--- config.mk ---
export PLATFORM = sky130hd
export DESIGN_NAME = chorus_multi
export DESIGN_NICKNAME = d
export VERILOG_FILES = /design/src/rtl/chorus_multi.sv
export SDC_FILE = /design/constraint.sdc
export NUM_CORES = 1
export LEC_CHECK = 0
export ABC_CLOCK_PERIOD_IN_PS = 6790
export CAP_MARGIN = 20
export CORE_AREA = 3 3 76 131
export DETAILED_ROUTE_END_ITERATION = 8
export DIE_AREA = 0 0 79 134
export PLACE_DENSITY = 0.86
export SYNTH_ARGS = -nofsm -noshare
export SYNTH_HDL_FRONTEND = slang
export SYNTH_SLANG_ARGS = --single-unit
--- constraint.sdc ---
create_clock -name clk -period 6.79 [get_ports clk]
set_clock_uncertainty 0.2 [all_clocks]
set_input_delay 1.6975 -clock clk [delete_from_list [all_inputs] [get_ports clk]]
set_output_delay 1.6975 -clock clk [all_outputs]
set_load 0.005 [all_outputs]
--- src/rtl/chorus_multi.sv ---
// Multi-voice chorus stage: sums VOICES swept-delay taps from the shared delay
// line with optional dry signal, then shifts and saturates to one output sample.
module chorus_multi #(
   parameter int DATA_WIDTH   = 16,
   parameter int ADDR_WIDTH   = 13,
   parameter int SAMPLERATE   = 48000,
   parameter int VOICES       = 3,
   parameter int MIN_DELAY_MS = 10,
   parameter int UPDATE_N     = 10,
   parameter int SHIFT        = 2
) (
   input  logic                  clk,
   input  logic                  rst,
   input  logic                  cs,
   input  logic                  my_turn,
   input  logic [DATA_WIDTH-1:0] data_in,
   input  logic [1:0]            mix_mode,
   input  logic [DATA_WIDTH-1:0] sram_data_in,
   input  logic                  sram_read_finish,
   output logic                  sram_rd,
   output logic [ADDR_WIDTH-1:0] sram_offset,
   output logic                  done,
   output logic [DATA_WIDTH-1:0] data_out
);

   localparam int ACC_W = DATA_WIDTH + 4;
   localparam int CNT_W = (UPDATE_N > 0) ? $clog2(UPDATE_N + 1) : 1;

   typedef enum logic [1:0] {
      ST_IDLE,
      ST_READ,
      ST_DONE
   } state_t;

   state_t                  state, state_next;
   logic signed [ACC_W-1:0] acc, acc_next;
   logic signed [ACC_W-1:0] sum, shifted;
   logic [2:0]              voice, voice_next;
   logic [1:0]              mode, mode_next;
   logic                    rd_next;
   logic [ADDR_WIDTH-1:0]   offset_next;
   logic                    done_next;
   logic [DATA_WIDTH-1:0]   data_out_next;
   logic                    sweep;

   logic [ADDR_WIDTH-1:0]   tap_table [16];
   logic [3:0]              voice_idx [VOICES];
   logic                    voice_dir [VOICES];
   logic [3:0]              next_idx;
   logic [CNT_W-1:0]        counter;

   for (genvar k = 0; k < 16; k++) begin : g_tap
      localparam longint unsigned TAP_VAL = 4 * (MIN_DELAY_MS + k) * SAMPLERATE / 1000;
      assign tap_table[k] = TAP_VAL[ADDR_WIDTH-1:0];
   end

   always_comb begin
      next_idx = voice_idx[0];
      for (int unsigned v = 0; v < VOICES; v++) begin
         if (voice + 3'd1 == 3'(v)) next_idx = voice_idx[v];
      end
   end

   always_comb begin
      state_next    = state;
      acc_next      = acc;
      voice_next    = voice;
      mode_next     = mode;
      rd_next       = 1'b0;
      offset_next   = sram_offset;
      done_next     = 1'b0;
      data_out_next = data_out;
      sweep         = 1'b0;
      sum           = acc + {{4{sram_data_in[DATA_WIDTH-1]}}, sram_data_in};
      shifted       = sum >>> SHIFT;

      case (state)
         ST_IDLE: begin
            if (cs && my_turn) begin
               mode_next = mix_mode;
               if (mix_mode == 2'd0) begin
                  data_out_next = data_in;
                  done_next     = 1'b1;
                  state_next    = ST_DONE;
               end else begin
                  acc_next    = (mix_mode == 2'd2) ? '0
                                : {{4{data_in[DATA_WIDTH-1]}}, data_in};
                  voice_next  = '0;
                  rd_next     = 1'b1;
                  offset_next = tap_table[voice_idx[0]];
                  state_next  = ST_READ;
               end
            end
         end
         ST_READ: begin
            if (sram_read_finish) begin
               acc_next = sum;
               if (voice != 3'(VOICES - 1)) begin
                  voice_next  = voice + 3'd1;
                  rd_next     = 1'b1;
                  offset_next = tap_table[next_idx];
               end else begin
                  // upper bits all equal the sign bit means the value fits
                  if (shifted[ACC_W-1:DATA_WIDTH-1] == '0 ||
                      shifted[ACC_W-1:DATA_WIDTH-1] == '1)
                     data_out_next = shifted[DATA_WIDTH-1:0];
                  else if (shifted[ACC_W-1])
                     data_out_next = {1'b1, {(DATA_WIDTH-1){1'b0}}};
                  else
                     data_out_next = {1'b0, {(DATA_WIDTH-1){1'b1}}};
                  done_next  = 1'b1;
                  state_next = ST_DONE;
               end
            end
         end
         ST_DONE: begin
            sweep      = (mode != 2'd0);
            state_next = ST_IDLE;
         end
         default: state_next = ST_IDLE;
      endcase
   end

   always_ff @(posedge clk or negedge rst) begin
      if (!rst) begin
         state       <= ST_IDLE;
         acc         <= '0;
         voice       <= '0;
         mode        <= '0;
         sram_rd     <= 1'b0;
         sram_offset <= '0;
         done        <= 1'b0;
         data_out    <= '0;
      end else begin
         state       <= state_next;
         acc         <= acc_next;
         voice       <= voice_next;
         mode        <= mode_next;
         sram_rd     <= rd_next;
         sram_offset <= offset_next;
         done        <= done_next;
         data_out    <= data_out_next;
      end
   end

   // triangle sweep: each voice bounces between table ends, reflecting at 0 and 15
   always_ff @(posedge clk or negedge rst) begin
      if (!rst) begin
         counter <= CNT_W'(UPDATE_N);
         for (int unsigned v = 0; v < VOICES; v++) begin
            voice_idx[v] <= 4'((3 + 5 * v) % 16);
            voice_dir[v] <= (v % 2 == 0);
         end
      end else if (sweep) begin
         if (counter == '0) begin
            counter <= CNT_W'(UPDATE_N);
            for (int unsigned v = 0; v < VOICES; v++) begin
               if (voice_dir[v]) begin
                  if (voice_idx[v] == 4'd15) begin
                     voice_idx[v] <= 4'd14;
                     voice_dir[v] <= 1'b0;
                  end else begin
                     voice_idx[v] <= voice_idx[v] + 4'd1;
                  end
               end else begin
                  if (voice_idx[v] == 4'd0) begin
                     voice_idx[v] <= 4'd1;
                     voice_dir[v] <= 1'b1;
                  end else begin
                     voice_idx[v] <= voice_idx[v] - 4'd1;
                  end
               end
            end
         end else begin
            counter <= counter - 1'b1;
         end
      end
   end

endmodule
==> impl_metrics.toml <==
[outcome]
status = "complete, no violations"

[routing]
drt_iter0_drc = 307
drt-total-wl_um = 14600
vias = 4871
wire_per_inst_um = 18.8
dr.pass1.iters = 5
ant_nets = 0
via_per_inst = 6.27
post-route-drc-count = 0

[power_and_ir_drop]
peakVddDrop_v = 0.000297
p_int_w = 0.00178
power-per-cell-area_nw_per_um2 = 528
p_seq_share_pct = 25.7
clkPwrFrac_pct = 14.4
swShare_pct = 45.8
net-switching-power_w = 0.00150
pwr-share-comb_pct = 60.0
total_leakage_power_nw = 2.59

[floorplanning]
io_pins = 70
die_area_um2 = 10600
rows = 46
dieWidth_um = 79
die_y_um = 134
core_um2 = 9090
initial_core_util_pct = 58.6

[critical_path]
cp_slowest_cell = "o31ai_4"
crit_type = "in2reg"
path_buf_inv = 2
required_ns = 6.86
crit_arrival_ns = 5.12
cpLargestDelayFamily = "compound AO/OA/AOI/OAI gates"
path_cells = "clkdlybuf4s50_1 -> ha_1 -> inv_1 -> fa_1 -> nor2b_1 -> o2111ai_1 -> a21oi_2 -> nor2_4 -> o31ai_2 -> nor3b_4 -> o31ai_4 -> o32a_1"
r2r_slack_ns = 3.20
critPathMaxFanout = 15
critPathMaxStageDelay_ns = 0.66
setup.worst_path.start_class = "primary input"
end_kind = "flop"

[grt]
grt_pass1_wl_um = 23700
gr-usage-all-layers_pct = 28.5
gr-total-overflow = 0
grt_pass1_vias = 4788
antenna_found_initial = 0
grt_max_degree = 72

[synth]
ys_seq_area_share_pct = 33.6
ys_seq_elements = 71
syn_area_um2 = 5330
synth.avg_cell_area_um2 = 8.81
yosys.area.top_type_share_pct = 28.7
synth_edf_count = 0
ys_types = 76
synthCells = 605
synth_area_leaders = "dfrtp_1 29%, ha_1 8.7%, a21oi_1 5.0%"
yosysTopAreaCell = "dfrtp_1"
yosys_warnings = 0
synth_ff_type = "dfrtp_1"
async_flop_share_pct = 100

[cells_and_area]
final_area_um2 = 6220
nets = 729
antenna_cells = 0
num-fill-cells = 766
fin_util_pct = 68.4
syn2layout_area_growth_pct = 16.8
drive_gt1_share_pct = 10.4

[place]
place.gp.congestion = 0.935
io_buffers = 63
dpl_cell_area_um2 = 5920
place_ws_ns = 1.45
dpl.hpwl_um = 11000

[clock_network]
cts_resized = 0
clk_latency_ns = 0.34
cts_root_buf = "clkbuf_16"
cts_tree = "done"
numClockSinks = 71
ctsLongestPathBuffers = 2
htree_levels = 3
ctsHoldBuffers = 0
post_cts_buffers = 0
cts_made_buffers = 9
path_clk_slew_ns = 0.06

[sta]
grt_setup_unrepaired = "no"
drv_slew = 0
setup-tns-final_ns = 0
period_share_pct = 74.4
hold_violations = 0
setup_viol = 0
finalHoldWorstSlack_ns = 0.297
fmax_mhz = 198
period_minus_slack_ns = 5.05
slew_headroom_pct = 29.8
tightest_slew_ns = 1.05
layout_setup_ws_ns = 1.74

[run]
cap_viol_max_count = 0

[worst_hold_path]
hp-class = "reg2reg"
==> per-stage QoR <==
step,total power [W],instances
after floorplan,0.00224,610
after global placement,0.00270,761
after detailed placement,0.00277,761
after CTS,0.00326,777
after global routing,0.00352,777
final,0.00328,777
==> cell usage after synthesis, types with 6 or more instances <==
| cell type | instances |
|---|---|
| o21a_1 | 8 |
| nand2_1 | 59 |
| nor3_1 | 12 |
| mux2i_1 | 11 |
| clkbuf_1 | 20 |
| nand3_1 | 11 |
| buf_6 | 7 |
| buf_4 | 6 |
| a31oi_1 | 20 |
| and2_2 | 11 |
| dfstp_2 | 10 |
| a211oi_1 | 11 |
| o21ai_0 | 36 |
| ha_1 | 37 |
| a21o_1 | 13 |
| o32a_1 | 16 |
| and2_1 | 10 |
| a21oi_1 | 53 |
| xnor2_1 | 6 |
| or3_1 | 8 |
| xor2_1 | 7 |
| dfrtp_1 | 61 |
| inv_1 | 27 |
| nor2_1 | 50 |
| nand2b_1 | 7 |
==> power by group through the flow <==
stage / logic, W / clock network (W) / registers (W)
after global placement: 0.00186 / 0 / 0.000837
final: 0.00197 / 0.000472 / 0.000842
after global routing: 0.00216 / 0.000494 / 0.000871
after floorplan: 0.00147 / 0 / 0.000764
after CTS: 0.00195 / 0.000478 / 0.000839
after detailed placement: 0.00192 / 0 / 0.000845
==> final timing paths <==
kind	endpoint	depth (start not counted)	start
worst max-delay path	data_out[9]$_DFFE_PN0P_	12	sram_data_in[0]
worst min register to register	counter[1]$_DFFE_PN1P_	2	counter[1]$_DFFE_PN1P_
worst min-delay path	counter[1]$_DFFE_PN1P_	2	counter[1]$_DFFE_PN1P_
min in group asynchronous	voice_idx[11]$_DFFE_PN0P_	2	rst
worst max register to register	data_out[9]$_DFFE_PN0P_	11	acc[0]$_DFFE_PN0P_
max in group asynchronous	mode[0]$_DFFE_PN0P_	2	rst
==> cell usage in the layout, fill, tap and decap left out, types with 16 or more instances in the layout <==
master and n:
a31oi_1 20, ha_1 37, o21ai_0 36, inv_1 27, nand2_1 59, clkdlybuf4s50_1 62, dfrtp_1 61, o32a_1 16
nor2_1 50, a21oi_1 52
==> state kept, by name, summed over array words and instances (netlist names) <==
register	count
acc	20
sram_offset	7
state	2
voice_dir	3
sram_rd	1
done	1
voice_idx	12
voice	3
mode	2
data_out	16
counter	4
==> kinds of logic (layout without fill, tap and decap cells) <==
logic type      Yosys count  in the layout  share of synthesized area [%]
compound gates          211            211                           27.5
xor+xnor                 14             14                           2.44
fa+ha+maj                38             38                           9.07
buf+inv                  64            111                           6.51
flops                    71             71                           33.6
mux                      16             16                           3.12
other cells               1              6                         0.0704
simple gates            190            190                           17.8
==> area by class of cell <==
cell class | count | area (µm²) | share of cell area (%)
multi-input cells | 475 | 3220 | 51.7
flip-flops and latches | 71 | 1790 | 28.8
repair buffers | 68 | 663 | 10.7
clock buffers | 9 | 225 | 3.62
well taps | 120 | 150 | 2.41
inverters | 27 | 101 | 1.63
clock inverters | 7 | 72.6 | 1.17
==> tightest hold or removal path, delay by kind of cell (launching register included) <==
| kind | cells | cell delay [ns] |
|---|---|---|
| flip-flops | 1 | 0.37 |
| AND/OR/NAND/NOR | 1 | 0.04 |
| AO/OA/AOI/OAI | 1 | 0.07 |
==> per-layer routing <==
metal	vias to the layer above	wire length (µm)	track usage [%]
met5	-	0	0
met4	0	691	14.5
met3	51	613	3.90
met2	167	7940	51.6
met1	2353	5390	31.7
li1	2300	-	-
No activity file was read; power rests on OpenSTA's default activity.
